==> src/rtl/irl_refill_sched_pkg.sv <==
// Shared definitions for the ingress rate limiter refill scheduler.
// Holds profile field layout, bucket packing helpers and FSM state codes.
package irl_refill_sched_pkg;

    // Profile entry layout: [15:0]=rate, [31:16]=burst
    localparam int PROF_RATE_LSB  = 0;
    localparam int PROF_BURST_LSB = 16;

    // Refill FSM state encodings
    localparam logic [3:0] ST_IDLE    = 4'd0;
    localparam logic [3:0] ST_RD_SRC  = 4'd1;
    localparam logic [3:0] ST_W_SRC   = 4'd2;
    localparam logic [3:0] ST_RD_PROF = 4'd3;
    localparam logic [3:0] ST_W_PROF  = 4'd4;
    localparam logic [3:0] ST_RD_TB   = 4'd5;
    localparam logic [3:0] ST_W_TB    = 4'd6;
    localparam logic [3:0] ST_CALC    = 4'd7;
    localparam logic [3:0] ST_WR      = 4'd8;
    localparam logic [3:0] ST_NEXT    = 4'd9;

    // Fill-source enable bit sits directly above the limiter id
    function automatic int fill_en_bit(input int lim_nbits);
        return lim_nbits;
    endfunction

    // Bucket word is {eir_tb, cir_tb}; cir bucket starts at bit 0
    function automatic int eir_tb_lsb(input int cir_nbits);
        return cir_nbits + 2;
    endfunction

endpackage

==> src/rtl/irl_refill_sched_sat_add.sv <==
// Token bucket refill adder: bucket + rate, clamped to burst.
// Ports: bucket_i (N+2), rate_i (N), burst_i (N) -> result_o (N+2).
module irl_tb_sat_add #(
    parameter int N = 16
) (
    input  logic [N+1:0] bucket_i,
    input  logic [N-1:0] rate_i,
    input  logic [N-1:0] burst_i,
    output logic [N+1:0] result_o
);

    // One extra bit so an all-ones bucket plus rate cannot wrap.
    logic [N+2:0] sum;
    logic [N+2:0] lim;

    assign sum = {1'b0, bucket_i} + {3'b000, rate_i};
    assign lim = {3'b000, burst_i};

    // Also clamps down a bucket that already exceeds burst.
    assign result_o = (sum > lim) ? {2'b00, burst_i} : sum[N+1:0];

endmodule

==> src/rtl/irl_refill_sched.sv <==
// Refill sweep scheduler: walks every flow on each refill tick and tops up
// its CIR/EIR token buckets from the flow's limiting profile, clamped to
// burst. Ports: refill control (refill_en/tick), fill-source, profile and
// token-bucket RAM ports, datapath write snoop, sweep status/overrun count.
module irl_refill_sched
    import irl_refill_sched_pkg::*;
#(
    parameter int DEPTH_NBITS   = 10,
    parameter int LIMITER_NBITS = 8,
    parameter int CIR_NBITS     = 16,
    parameter int EIR_NBITS     = 16,
    parameter int FILL_TB_NBITS = LIMITER_NBITS + 1,
    parameter int PROFILE_NBITS = 32
) (
    input  logic                               clk,
    input  logic                               rst_n,
    input  logic                               refill_en,
    input  logic                               refill_tick,
    output logic                               fill_tb_src_rd,
    output logic [DEPTH_NBITS-1:0]             fill_tb_src_raddr,
    input  logic                               fill_tb_src_ack,
    input  logic [FILL_TB_NBITS-1:0]           fill_tb_src_rdata,
    output logic                               limiting_profile_cir_rd,
    output logic [LIMITER_NBITS-1:0]           limiting_profile_cir_raddr,
    input  logic                               limiting_profile_cir_ack,
    input  logic [PROFILE_NBITS-1:0]           limiting_profile_cir_rdata,
    output logic                               limiting_profile_eir_rd,
    output logic [LIMITER_NBITS-1:0]           limiting_profile_eir_raddr,
    input  logic                               limiting_profile_eir_ack,
    input  logic [PROFILE_NBITS-1:0]           limiting_profile_eir_rdata,
    output logic                               token_bucket_rd,
    output logic [DEPTH_NBITS-1:0]             token_bucket_raddr,
    input  logic                               token_bucket_ack,
    input  logic [CIR_NBITS+EIR_NBITS+3:0]     token_bucket_rdata,
    output logic                               token_bucket_wr,
    output logic [DEPTH_NBITS-1:0]             token_bucket_waddr,
    output logic [CIR_NBITS+EIR_NBITS+3:0]     token_bucket_wdata,
    input  logic                               dp_tb_wr,
    input  logic [DEPTH_NBITS-1:0]             dp_tb_waddr,
    output logic                               sweep_busy,
    output logic                               sweep_done,
    output logic [15:0]                        overrun_cnt
);

    localparam int CB     = CIR_NBITS + 2;
    localparam int EB     = EIR_NBITS + 2;
    localparam int TBW    = CB + EB;
    localparam int EN_BIT = fill_en_bit(LIMITER_NBITS);
    localparam int E_LSB  = eir_tb_lsb(CIR_NBITS);

    logic [3:0]               state_q, state_d;
    logic [DEPTH_NBITS-1:0]   ptr_q, ptr_d;
    logic [LIMITER_NBITS-1:0] lim_q, lim_d;
    logic                     cir_got_q, cir_got_d;
    logic                     eir_got_q, eir_got_d;
    logic [PROFILE_NBITS-1:0] cir_prof_q, cir_prof_d;
    logic [PROFILE_NBITS-1:0] eir_prof_q, eir_prof_d;
    logic [CB-1:0]            cir_tb_q, cir_tb_d;
    logic [EB-1:0]            eir_tb_q, eir_tb_d;
    logic [TBW-1:0]           wdata_q, wdata_d;
    logic                     hazard_q, hazard_d;
    logic [15:0]              ovr_q, ovr_d;

    logic                     dp_hit;
    logic                     busy;
    logic [CB-1:0]            cir_new;
    logic [EB-1:0]            eir_new;

    assign dp_hit = dp_tb_wr && (dp_tb_waddr == ptr_q);
    assign busy   = (state_q != ST_IDLE);

    irl_tb_sat_add #(.N(CIR_NBITS)) u_cir_add (
        .bucket_i (cir_tb_q),
        .rate_i   (cir_prof_q[PROF_RATE_LSB +: CIR_NBITS]),
        .burst_i  (cir_prof_q[PROF_BURST_LSB +: CIR_NBITS]),
        .result_o (cir_new)
    );

    irl_tb_sat_add #(.N(EIR_NBITS)) u_eir_add (
        .bucket_i (eir_tb_q),
        .rate_i   (eir_prof_q[PROF_RATE_LSB +: EIR_NBITS]),
        .burst_i  (eir_prof_q[PROF_BURST_LSB +: EIR_NBITS]),
        .result_o (eir_new)
    );

    always_comb begin
        state_d    = state_q;
        ptr_d      = ptr_q;
        lim_d      = lim_q;
        cir_got_d  = cir_got_q;
        eir_got_d  = eir_got_q;
        cir_prof_d = cir_prof_q;
        eir_prof_d = eir_prof_q;
        cir_tb_d   = cir_tb_q;
        eir_tb_d   = eir_tb_q;
        wdata_d    = wdata_q;
        hazard_d   = hazard_q;
        ovr_d      = ovr_q;

        // Ticks during a sweep are dropped but counted.
        if (refill_tick && busy && (ovr_q != 16'hFFFF)) begin
            ovr_d = ovr_q + 16'd1;
        end

        case (state_q)
            ST_IDLE: begin
                if (refill_tick && refill_en) begin
                    ptr_d   = '0;
                    state_d = ST_RD_SRC;
                end
            end
            ST_RD_SRC: state_d = ST_W_SRC;
            ST_W_SRC: begin
                if (fill_tb_src_ack) begin
                    if (fill_tb_src_rdata[EN_BIT]) begin
                        lim_d   = fill_tb_src_rdata[LIMITER_NBITS-1:0];
                        state_d = ST_RD_PROF;
                    end else begin
                        state_d = ST_NEXT;
                    end
                end
            end
            ST_RD_PROF: begin
                cir_got_d = 1'b0;
                eir_got_d = 1'b0;
                state_d   = ST_W_PROF;
            end
            ST_W_PROF: begin
                if (limiting_profile_cir_ack && !cir_got_q) begin
                    cir_prof_d = limiting_profile_cir_rdata;
                    cir_got_d  = 1'b1;
                end
                if (limiting_profile_eir_ack && !eir_got_q) begin
                    eir_prof_d = limiting_profile_eir_rdata;
                    eir_got_d  = 1'b1;
                end
                if (cir_got_d && eir_got_d) begin
                    state_d = ST_RD_TB;
                end
            end
            ST_RD_TB: begin
                // Fresh read: only a write landing now can taint it.
                hazard_d = dp_hit;
                state_d  = ST_W_TB;
            end
            ST_W_TB: begin
                hazard_d = hazard_q | dp_hit;
                if (token_bucket_ack) begin
                    cir_tb_d = token_bucket_rdata[CB-1:0];
                    eir_tb_d = token_bucket_rdata[E_LSB +: EB];
                    state_d  = ST_CALC;
                end
            end
            ST_CALC: begin
                hazard_d = hazard_q | dp_hit;
                wdata_d  = {eir_new, cir_new};
                state_d  = ST_WR;
            end
            ST_WR: begin
                // Datapath beat us to this bucket: re-read and recompute.
                if (hazard_q || dp_hit) begin
                    state_d = ST_RD_TB;
                end else begin
                    state_d = ST_NEXT;
                end
            end
            ST_NEXT: begin
                if (&ptr_q) begin
                    state_d = ST_IDLE;
                end else if (!refill_en) begin
                    state_d = ST_IDLE;
                end else begin
                    ptr_d   = ptr_q + 1'b1;
                    state_d = ST_RD_SRC;
                end
            end
            default: state_d = ST_IDLE;
        endcase
    end

    always_ff @(posedge clk or negedge rst_n) begin
        if (!rst_n) begin
            state_q    <= ST_IDLE;
            ptr_q      <= '0;
            lim_q      <= '0;
            cir_got_q  <= 1'b0;
            eir_got_q  <= 1'b0;
            cir_prof_q <= '0;
            eir_prof_q <= '0;
            cir_tb_q   <= '0;
            eir_tb_q   <= '0;
            wdata_q    <= '0;
            hazard_q   <= 1'b0;
            ovr_q      <= '0;
        end else begin
            state_q    <= state_d;
            ptr_q      <= ptr_d;
            lim_q      <= lim_d;
            cir_got_q  <= cir_got_d;
            eir_got_q  <= eir_got_d;
            cir_prof_q <= cir_prof_d;
            eir_prof_q <= eir_prof_d;
            cir_tb_q   <= cir_tb_d;
            eir_tb_q   <= eir_tb_d;
            wdata_q    <= wdata_d;
            hazard_q   <= hazard_d;
            ovr_q      <= ovr_d;
        end
    end

    // Strobes decode straight from state, so each RAM sees one per cycle
    // and bucket rd/wr live in different states.
    assign fill_tb_src_rd             = (state_q == ST_RD_SRC);
    assign fill_tb_src_raddr          = ptr_q;
    assign limiting_profile_cir_rd    = (state_q == ST_RD_PROF);
    assign limiting_profile_eir_rd    = (state_q == ST_RD_PROF);
    assign limiting_profile_cir_raddr = lim_q;
    assign limiting_profile_eir_raddr = lim_q;
    assign token_bucket_rd            = (state_q == ST_RD_TB);
    assign token_bucket_raddr         = ptr_q;
    assign token_bucket_wr            = (state_q == ST_WR) && !hazard_q && !dp_hit;
    assign token_bucket_waddr         = ptr_q;
    assign token_bucket_wdata         = wdata_q;
    assign sweep_busy                 = busy;
    assign sweep_done                 = (state_q == ST_NEXT) && (&ptr_q);
    assign overrun_cnt                = ovr_q;

endmodule
==> config.mk <==
export PLATFORM = sky130hd
export DESIGN_NAME = irl_refill_sched
export DESIGN_NICKNAME = d
export VERILOG_FILES = /design/src/rtl/irl_refill_sched_pkg.sv /design/src/rtl/irl_refill_sched_sat_add.sv /design/src/rtl/irl_refill_sched.sv
export SDC_FILE = /design/constraint.sdc
export NUM_CORES = 1
export LEC_CHECK = 0
export ABC_AREA = 1
export CORE_MARGIN = 3
export CORE_UTILIZATION = 56
export CTS_BUF_LIST = sky130_fd_sc_hd__clkbuf_8 sky130_fd_sc_hd__clkbuf_16
export DETAILED_ROUTE_END_ITERATION = 8
export GPL_TIMING_DRIVEN = 1
export HOLD_SLACK_MARGIN = 0.15
export PLACE_DENSITY = 0.83
export SLEW_MARGIN = 30
export SYNTH_ARGS = -nofsm -noshare
export SYNTH_HDL_FRONTEND = slang
export SYNTH_SLANG_ARGS = --single-unit
export TNS_END_PERCENT = 1
==> constraint.sdc <==
create_clock -name clk -period 5.7 [get_ports clk]
set_input_delay 0.855 -clock clk [delete_from_list [all_inputs] [get_ports clk]]
set_output_delay 0.855 -clock clk [all_outputs]
set_load 0.01 [all_outputs]
==> results of run 1 <==
-- cell usage after synthesis (2+ instances only) --
cell / count / area share (%)
sky130_fd_sc_hd__o21bai_1: 3 / 0.21
sky130_fd_sc_hd__mux2_2: 69 / 7.4
sky130_fd_sc_hd__buf_4: 31 / 2.2
sky130_fd_sc_hd__o22ai_1: 3 / 0.18
sky130_fd_sc_hd__xnor2_1: 15 / 1.2
sky130_fd_sc_hd__a21oi_2: 2 / 0.17
sky130_fd_sc_hd__nor3_1: 10 / 0.48
sky130_fd_sc_hd__o32ai_1: 2 / 0.17
sky130_fd_sc_hd__nand4_1: 26 / 1.5
sky130_fd_sc_hd__and3_1: 2 / 0.12
sky130_fd_sc_hd__fa_1: 2 / 0.38
sky130_fd_sc_hd__a211oi_1: 4 / 0.29
sky130_fd_sc_hd__buf_6: 2 / 0.21
sky130_fd_sc_hd__a31oi_1: 2 / 0.12
sky130_fd_sc_hd__a21boi_0: 3 / 0.21
sky130_fd_sc_hd__clkbuf_1: 16 / 0.57
sky130_fd_sc_hd__nand2_2: 15 / 0.89
sky130_fd_sc_hd__buf_2: 2 / 0.095
sky130_fd_sc_hd__nand3_1: 78 / 3.7
sky130_fd_sc_hd__nand3_2: 4 / 0.38
sky130_fd_sc_hd__nor4_1: 4 / 0.24
sky130_fd_sc_hd__o21ai_0: 31 / 1.5
sky130_fd_sc_hd__nor2_1: 112 / 4.0
sky130_fd_sc_hd__nor4_2: 2 / 0.24
sky130_fd_sc_hd__nand3b_1: 10 / 0.71
sky130_fd_sc_hd__ha_1: 66 / 7.9
sky130_fd_sc_hd__o21ai_1: 3 / 0.14
sky130_fd_sc_hd__buf_1: 5 / 0.18
sky130_fd_sc_hd__nor3b_1: 2 / 0.14
sky130_fd_sc_hd__xor2_1: 27 / 2.2
sky130_fd_sc_hd__a21o_1: 3 / 0.21
sky130_fd_sc_hd__dfrtp_1: 177 / 42
sky130_fd_sc_hd__a21oi_1: 90 / 4.3
sky130_fd_sc_hd__inv_1: 155 / 5.5
sky130_fd_sc_hd__nand2_1: 251 / 9.0
-- cell type report --
| class | instances | area [sq um] | area share, % |
|---|---|---|---|
| flip-flops and latches | 177 | 4430 | 33.0 |
| clock buffers | 20 | 467 | 3.48 |
| clock inverters | 10 | 113 | 0.839 |
| well taps | 229 | 287 | 2.13 |
| inverters | 156 | 586 | 4.36 |
| multi-input cells | 851 | 5190 | 38.6 |
| repair buffers | 237 | 2360 | 17.6 |
-- per-layer routing --
layer / up-vias / part of all wire, % / global-route usage, %
li1: 4440 / - / -
met1: 4282 / 43 / 35.0
met2: 315 / 49 / 45.3
met3: 45 / 6.1 / 5.22
met4: 4 / 2.1 / 7.15
met5: - / 0.085 / 0
-- cells by family after synthesis --
| group | Yosys count |
|---|---|
| muxes | 69 |
| AOI/OAI and AO/OA | 151 |
| buffers and inverters | 212 |
| and+or+nand+nor | 521 |
| DFF | 177 |
| adders and majority gates | 68 |
| xor gates and xnor gates | 42 |
-- worst max-delay path by stage --
stage / start / end / depth (start not counted)
2_1_floorplan: cir_prof_q[0]$_DFFE_PN0P_ / token_bucket_wdata[11]$_DFFE_PN0N_ / 24
3_3_place_gp: eir_prof_q[0]$_DFFE_PN0P_ / token_bucket_wdata[27]$_DFFE_PN0N_ / 27
3_5_place_dp: eir_prof_q[0]$_DFFE_PN0P_ / token_bucket_wdata[32]$_DFFE_PN0N_ / 27
4_1_cts: eir_prof_q[0]$_DFFE_PN0P_ / token_bucket_wdata[32]$_DFFE_PN0N_ / 27
5_1_grt: eir_prof_q[0]$_DFFE_PN0P_ / token_bucket_wdata[23]$_DFFE_PN0N_ / 27
6_report: eir_prof_q[0]$_DFFE_PN0P_ / token_bucket_wdata[32]$_DFFE_PN0N_ / 27
-- registers in the layout (all words and copies together), names as in the netlist --
name and cells:
cir_got_q 1, cir_prof_q 32, cir_tb_q 18, eir_got_q 1
eir_prof_q 32, eir_tb_q 18, fill_tb_src_raddr 10, hazard_q 1
limiting_profile_cir_raddr 8, overrun_cnt 16, state_q 4, token_bucket_wdata 36
-- through the flow --
stage          setup slack, ns  cells
3_3_place_gp              1.65   1650
2_1_floorplan             2.38   1240
4_1_cts                   1.51   1680
6_report                  1.49   1680
3_5_place_dp              1.58   1650
5_1_grt                   1.00   1680
-- power by group through the flow --
stage	clock network, mW	registers (mW)	logic, mW
after floorplan	0	2.09	3.30
after global placement	0	2.06	4.58
after detailed placement	0	2.09	4.73
after CTS	1.18	2.07	4.78
after global routing	1.23	2.13	5.38
final	1.16	2.07	4.81
==> impl_summary.md, run 1 <==
Yosys
The synthesized netlist devotes 7.84% of its cell area to compound gates. During synthesis, Yosys emitted a total of 0 warnings. The number of nets produced by synthesis is roughly 1400. Yosys mapped the design onto 46 distinct sky130hd cell types.

The portion of netlist area occupied by mux cells is 7.39%. Summing the areas of all and, or, nand and nor instances in the mapped netlist gives 22.1% of the synthesized area. The count of state elements after synthesis is 177.

In the synthesized netlist the async set-or-reset flop fraction comes to between 90% and 100%. The synthesized netlist cell count is 1240. The number of enable-type register cells in the synthesized netlist is 0.

The XOR/XNOR share of the synthesized area is 3.50%. In this run the cell area of the synthesized design comes to ~0.011 sq mm. After synthesis, flip-flops and latches occupy 42.1% of the total area. The post-synthesis adder-cell area fraction is ~8.2%. A synthesized cell averages 8.48 sq um. By area, the combinational part of the netlist is dominated by simple AND/OR/NAND/NOR gates. Among all flip-flop cells after synthesis, the most frequent one is sky130_fd_sc_hd__dfrtp_1.

Finish
The repair_antennas step left the layout with diodes totalling 0. Cells fill 73.7% of the core in the end. The post-synthesis to final-layout area growth is 27.7%.

After filler insertion, the fill cell instance count of the layout stands at 1362. The final net count is 1636. The share of cells above drive strength 1 is roughly a tenth. Leaving out fill and tap cells, the most frequent cells in the layout are 250 x sky130_fd_sc_hd__nand2_1, 231 x sky130_fd_sc_hd__clkdlybuf4s50_1, 177 x sky130_fd_sc_hd__dfrtp_1.

The finished cells cover 0.0134 sq mm. The library cell used most frequently in the layout, excluding fill and tap cells, is sky130_fd_sc_hd__nand2_1.

STA
The ratio of final minimum period to clock period is 73.8%. The setup TNS after final layout is 0 ns. The number of pins with negative max-slew slack in the final report came to 0.

The count of final hold-check violations is 0. On the final layout, the worst clock skew is ~0.011 ns. Setup violations remaining at the end of the flow were counted as 0. The worst path needs 4.21 ns of the cycle, external delays included. Setup repair after global routing left no endpoint under its margin. Headroom to the max-slew limit came out at 47.1%. The worst hold slack is 0.466 ns. The maximum clock rate is 238 MHz.

For the pin with the worst max-slew slack, the measured transition is 0.793 ns.

Die
The core area is 0.0182 sq mm. After floorplanning, the core was divided into 49 placement rows. The starting density of the core is 57.8%. The overall die area is 0.0205 sq mm. In this run the horizontal extent of the chip is between 100 and 150 microns. The height of the chip is 143 microns. 233 I/O pins were placed.

Detailed routing
The final wirelength is approximately 27000 microns. For this block, the initial DRC count from the detailed router was 558. In the routed design, unresolved DRC markers number 0. After detailed routing, the average wire length per cell comes to 16.1 microns.

The via density per instance is 5.41. The number of vias after detailed routing is 9086. The number of detailed-route iterations in the first pass is 5. In this run the remaining antenna-violating nets after routing total 0.

Clocking
The number of buffers between clock root and the deepest sink is 2. The clock root buffer is sky130_fd_sc_hd__clkbuf_16. In this run, post-CTS hold repair placed 0 buffers. TritonCTS built the clock tree.

The clock latency on the worst-skew pair is 0.43 ns. The number of buffers created by CTS is 17. The CTS H-tree depth is 4.

Clock-pin slew was measured on the worst setup and hold paths at approximately 0.06 ns. The post-CTS repair timing setup buffer count is 0. The count of clock tree sinks is around 180.

Once the clock tree was built, the resizer swapped 0 gates to a different size.

Setup path
The type of origin of the critical path is a flop. The cell family contributing the most delay on the critical path is simple AND/OR/NAND/NOR gates. The slowest stage of the critical path belongs to the cell sky130_fd_sc_hd__a21oi_2. The setup path with the least slack is of type reg2reg.

The dominant cell type by count on the critical path is sky130_fd_sc_hd__nand2_1. The worst-path maximum fanout is 16. Counting both buffers and inverters, the worst setup path holds a total of 3. The cell count of the worst reg-to-reg path is 27. STA puts the critical path data required time at 6.02 ns.

The register-to-register setup slack is between 1 and 1.5 ns. The worst flop-to-flop path startpoint is eir_prof_q[0]$_DFFE_PN0P_. The worst endpoint data arrival time is 4.52 ns.

The largest incremental delay on the critical path is between 0.6 and 0.7 ns. The worst reg2reg path endpoint is token_bucket_wdata[32]$_DFFE_PN0N_. STA classifies the critical path endpoint as a flop.

Placement
The count of buffers added on input and output ports is 232. The cell area reported after detailed placement is 0.0128 sq mm. At the end of routability-driven placement, the weighted congestion stood at 0.925. After legalization and detailed placement, the total HPWL measured 20700 microns.

Worst hold path
The classification of the worst-slack hold path is in2async.

Power and ir drop
The power dissipated by switching net loads is 3.67 mW. The overall power is 8.04 mW. In this run switching power makes up 45.6% of total power. VDD sags by at most 0.280 mV.

The power per unit of standard cell area is 599 mW/mm^2. For this design the static power due to leakage is 6.59 nW. The proportion of power drawn by flip-flops and latches is ~26%.

Per report_power, the combinational group accounts for approximately 60% of the total. The internal power consumption is 4.37 mW. Of the total power, the clock network draws roughly 14%.

Global route
The via count of the first global-routing pass is about 9000. The largest net degree at the start of global routing is 87. The overall global routing resource usage is a little over a quarter. The initial antenna violation count was 2. The first-pass GRT wire length is 43700 microns.

The overall overflow remaining after global route is 0.

Outcome
The flow ran to the end, and the final reports show no timing, DRC or antenna violations.

Job
Max-cap violations in this run came to 0.
No activity file was read; power rests on OpenSTA's default activity.
==> run 2, diff against run 1 <==
--- a/config.mk
+++ b/config.mk
@@ -7,12 +7,12 @@
 export LEC_CHECK = 0
 export ABC_AREA = 1
 export CORE_MARGIN = 3
-export CORE_UTILIZATION = 56
+export CORE_UTILIZATION = 52
 export CTS_BUF_LIST = sky130_fd_sc_hd__clkbuf_8 sky130_fd_sc_hd__clkbuf_16
 export DETAILED_ROUTE_END_ITERATION = 8
 export GPL_TIMING_DRIVEN = 1
 export HOLD_SLACK_MARGIN = 0.15
-export PLACE_DENSITY = 0.83
+export PLACE_DENSITY = 0.78
 export SLEW_MARGIN = 30
 export SYNTH_ARGS = -nofsm -noshare
 export SYNTH_HDL_FRONTEND = slang
==> constraint.sdc (replaced) <==
create_clock -name clk -period 4.1 [get_ports clk]
set_input_delay 0.615 -clock clk [delete_from_list [all_inputs] [get_ports clk]]
set_output_delay 0.615 -clock clk [all_outputs]
set_load 0.01 [all_outputs]
==> run 2 against run 1 <==
Cell count rose by 2.6%. Die area up 7.4%. Clock skew fell by 0.0012 ns. First-iteration DRC count increased by 1.3%. Clock power increased by 53%. Sequential power increased by 39%. Core utilization decreased by 4.7 points. Fmax rose by 13%. Combinational power increased by 40%. Sequential cell count is the same. Global-route usage is 1.7 points lower. Critical path type unchanged. Largest cell class unchanged. Highest routed layer unchanged.
==> impl_summary.md, run 2 (synthesis results as in run 1) <==
Finish
The finished layout cell area is ~0.014 sq mm. Cells with a size suffix above 1 make up 10.2% of the layout. The register with the most flip-flops in the layout has 36 of them.

In the layout the commonest cells are 249 x sky130_fd_sc_hd__nand2_1, 231 x sky130_fd_sc_hd__clkdlybuf4s50_1, 177 x sky130_fd_sc_hd__dfrtp_1. The count of fill cells added during filler insertion is between 1500 and 2000. The library cell used most frequently in the layout, excluding fill and tap cells, is sky130_fd_sc_hd__nand2_1. The final net count is 1641. Compared with the post-synthesis result, the final layout area differs by 29.1%.

The number of antenna diodes in the final layout is 0.

Power and ir drop
VDD sags by at most 0.368 mV. Dividing total power by cell area gives a power density of between 800 and 900 mW/mm^2. The overall power is between 10 and 15 mW. The leakage power of the design is 6.64 nW.

STA
The count of final hold-check violations was 0. The setup TNS after final layout is 0 ns. The number of pins with negative max-slew slack in the final report is 0. The worst path meets setup with 0.368 ns of slack. Setup repair after global routing left no endpoint under its margin. The slew at the pin closest to its max-slew limit is between 0.9 and 1 ns.

Dividing the final minimum period by the clock period gives 91.0%. The maximum clock rate is about 270 MHz. Across the routed clock network, the largest skew measured is 0.0101 ns. The setup-violating endpoint count in the final report is 0. The worst max-slew margin expressed relative to the limit is 39.8%.

The shortest period the worst path allows is 3.73 ns.

Clocking
The clock slew seen by the registers of the worst setup and hold paths is 0.07 ns. No sink is reached through more buffers than the 2 on the longest clock path. The H-tree was split into 4 levels. The clock latency on the worst-skew pair is 0.43 ns. The tree built by TritonCTS fans out to 177 sinks. The number of buffers created by CTS is 17.

The TritonCTS clock tree is yes. The clock root buffer is sky130_fd_sc_hd__clkbuf_16.

Die
The floorplan step set the die width to 148 microns. The floorplan has 51 rows. The die is 148 microns tall. The overall die area is 0.0220 sq mm. Once the floorplan was initialized, standard cells occupied 53.5% of the core.

The I/O pin count is 233. The core area is 0.0197 sq mm.

Global route
The largest net degree at the start of global routing is 79. The overall global routing resource usage is 24.9%. The initial antenna violation count was 1. The first-pass GRT wire length is 44400 microns. The overall overflow remaining after global route is 0.

The via count of the first global-routing pass is ~9000.

Detailed routing
In the routed design, unresolved DRC markers number 0. Wires add up to 27200 microns. The number of detailed-route iterations in the first pass is 5. The number of vias after detailed routing is approximately 9000. The number of nets with antenna violations after detailed routing is 0. The DRC violation total after the first TritonRoute iteration is about 570. After detailed routing, the number of vias per cell comes to 5.29. The routed wirelength normalized by instance count is 15.8 microns.

Placement
The placed instances occupy a cell area of 0.0129 sq mm. The port buffer count is around 230. Detailed placement ended at an HPWL of about 21000 microns. The placement-stage worst setup slack is 0.401 ns.

Routability-driven placement finished with a final weighted congestion of 0.944.

Setup path
For the worst setup path, the data required time is about 4.4 ns. The worst setup path is launched from a flop. The worst setup path is captured at a flop.

The path type of the worst setup path is reg2reg. For flop-to-flop paths, the worst setup slack is ~0.37 ns. The worst endpoint data arrival time is around 4.1 ns.

Of all nets on the critical path, the largest fanout is 8.

Outcome
The run finished with clean final reports.

Worst hold path
The classification of the worst-slack hold path is in2async.

Job
The tool flagged a number of max-cap violations equal to 0.
-- run 2: path summary, 6_finish.rpt --
kind / startpoint / cells after the start / to
max: eir_prof_q[0]$_DFFE_PN0P_ / 23 / token_bucket_wdata[27]$_DFFE_PN0N_
min: rst_n / 1 / limiting_profile_cir_raddr[1]$_DFFE_PN0P_
max reg2reg: eir_prof_q[0]$_DFFE_PN0P_ / 23 / token_bucket_wdata[27]$_DFFE_PN0N_
min reg2reg: token_bucket_wdata[10]$_DFFE_PN0N_ / 2 / token_bucket_wdata[10]$_DFFE_PN0N_
max in group asynchronous: rst_n / 2 / token_bucket_wdata[9]$_DFFE_PN0N_
min in group clk: token_bucket_wdata[10]$_DFFE_PN0N_ / 2 / token_bucket_wdata[10]$_DFFE_PN0N_
-- run 2: where the power goes --
part	switching [mW]	internal, mW	leakage, nW
Sequential	0.425	2.45	2.14
Combinational	3.98	2.74	4.18
Clock	0.725	1.05	0.316
-- run 2: timing repair --
action                     in CTS  in global routing
setup endpoints to repair       0                 18
hold buffers                    0                  0
buffers inserted                0                  0
gates resized for setup         0                  3
-- run 2: layout make-up --
cell class              count  area, sq um  share of cell area (%)
clock buffers              18          439                    3.24
clock inverters            14          200                    1.47
inverters                 156          586                    4.31
multi-input cells         851         5190                    38.2
flip-flops and latches    177         4430                    32.6
well taps                 265          332                    2.44
repair buffers            242         2400                    17.7
-- run 2: critical path: stages, from the launching register on --
cell                       delay, ns
sky130_fd_sc_hd__dfrtp_1        0.36
sky130_fd_sc_hd__ha_1           0.23
sky130_fd_sc_hd__inv_1          0.07
sky130_fd_sc_hd__fa_1           0.40
sky130_fd_sc_hd__inv_1          0.07
sky130_fd_sc_hd__nand3_1        0.07
sky130_fd_sc_hd__nand2_1        0.15
sky130_fd_sc_hd__nand3_1        0.09
sky130_fd_sc_hd__nand2_1        0.15
sky130_fd_sc_hd__a21oi_1        0.10
sky130_fd_sc_hd__xor2_1         0.31
sky130_fd_sc_hd__inv_1          0.08
sky130_fd_sc_hd__ha_1           0.30
sky130_fd_sc_hd__a21oi_1        0.16
sky130_fd_sc_hd__nor2_1         0.06
sky130_fd_sc_hd__a211oi_1       0.19
sky130_fd_sc_hd__nand2_1        0.08
sky130_fd_sc_hd__nand2_1        0.06
sky130_fd_sc_hd__nand2_1        0.08
sky130_fd_sc_hd__a21oi_2        0.14
sky130_fd_sc_hd__buf_4          0.18
sky130_fd_sc_hd__nand4_1        0.13
sky130_fd_sc_hd__nand3_1        0.11
sky130_fd_sc_hd__nand2_1        0.05
-- run 2: metal layers --
metal | share of wire (%) | GRT usage [%]
met5 | 0.048 | 0
met4 | 2.1 | 7.16
met3 | 6.9 | 5.94
met2 | 48 | 42.3
met1 | 43 | 32.0
-- run 2: stage by stage --
stage	std cells	hold WS [ns]	utilization (%)
after floorplan	1240	0.319	-
after global placement	1691	0.465	65.7
after detailed placement	1691	0.464	65.7
after CTS	1723	0.237	69.0
after global routing	1723	0.271	69.1
final	1723	0.224	69.1
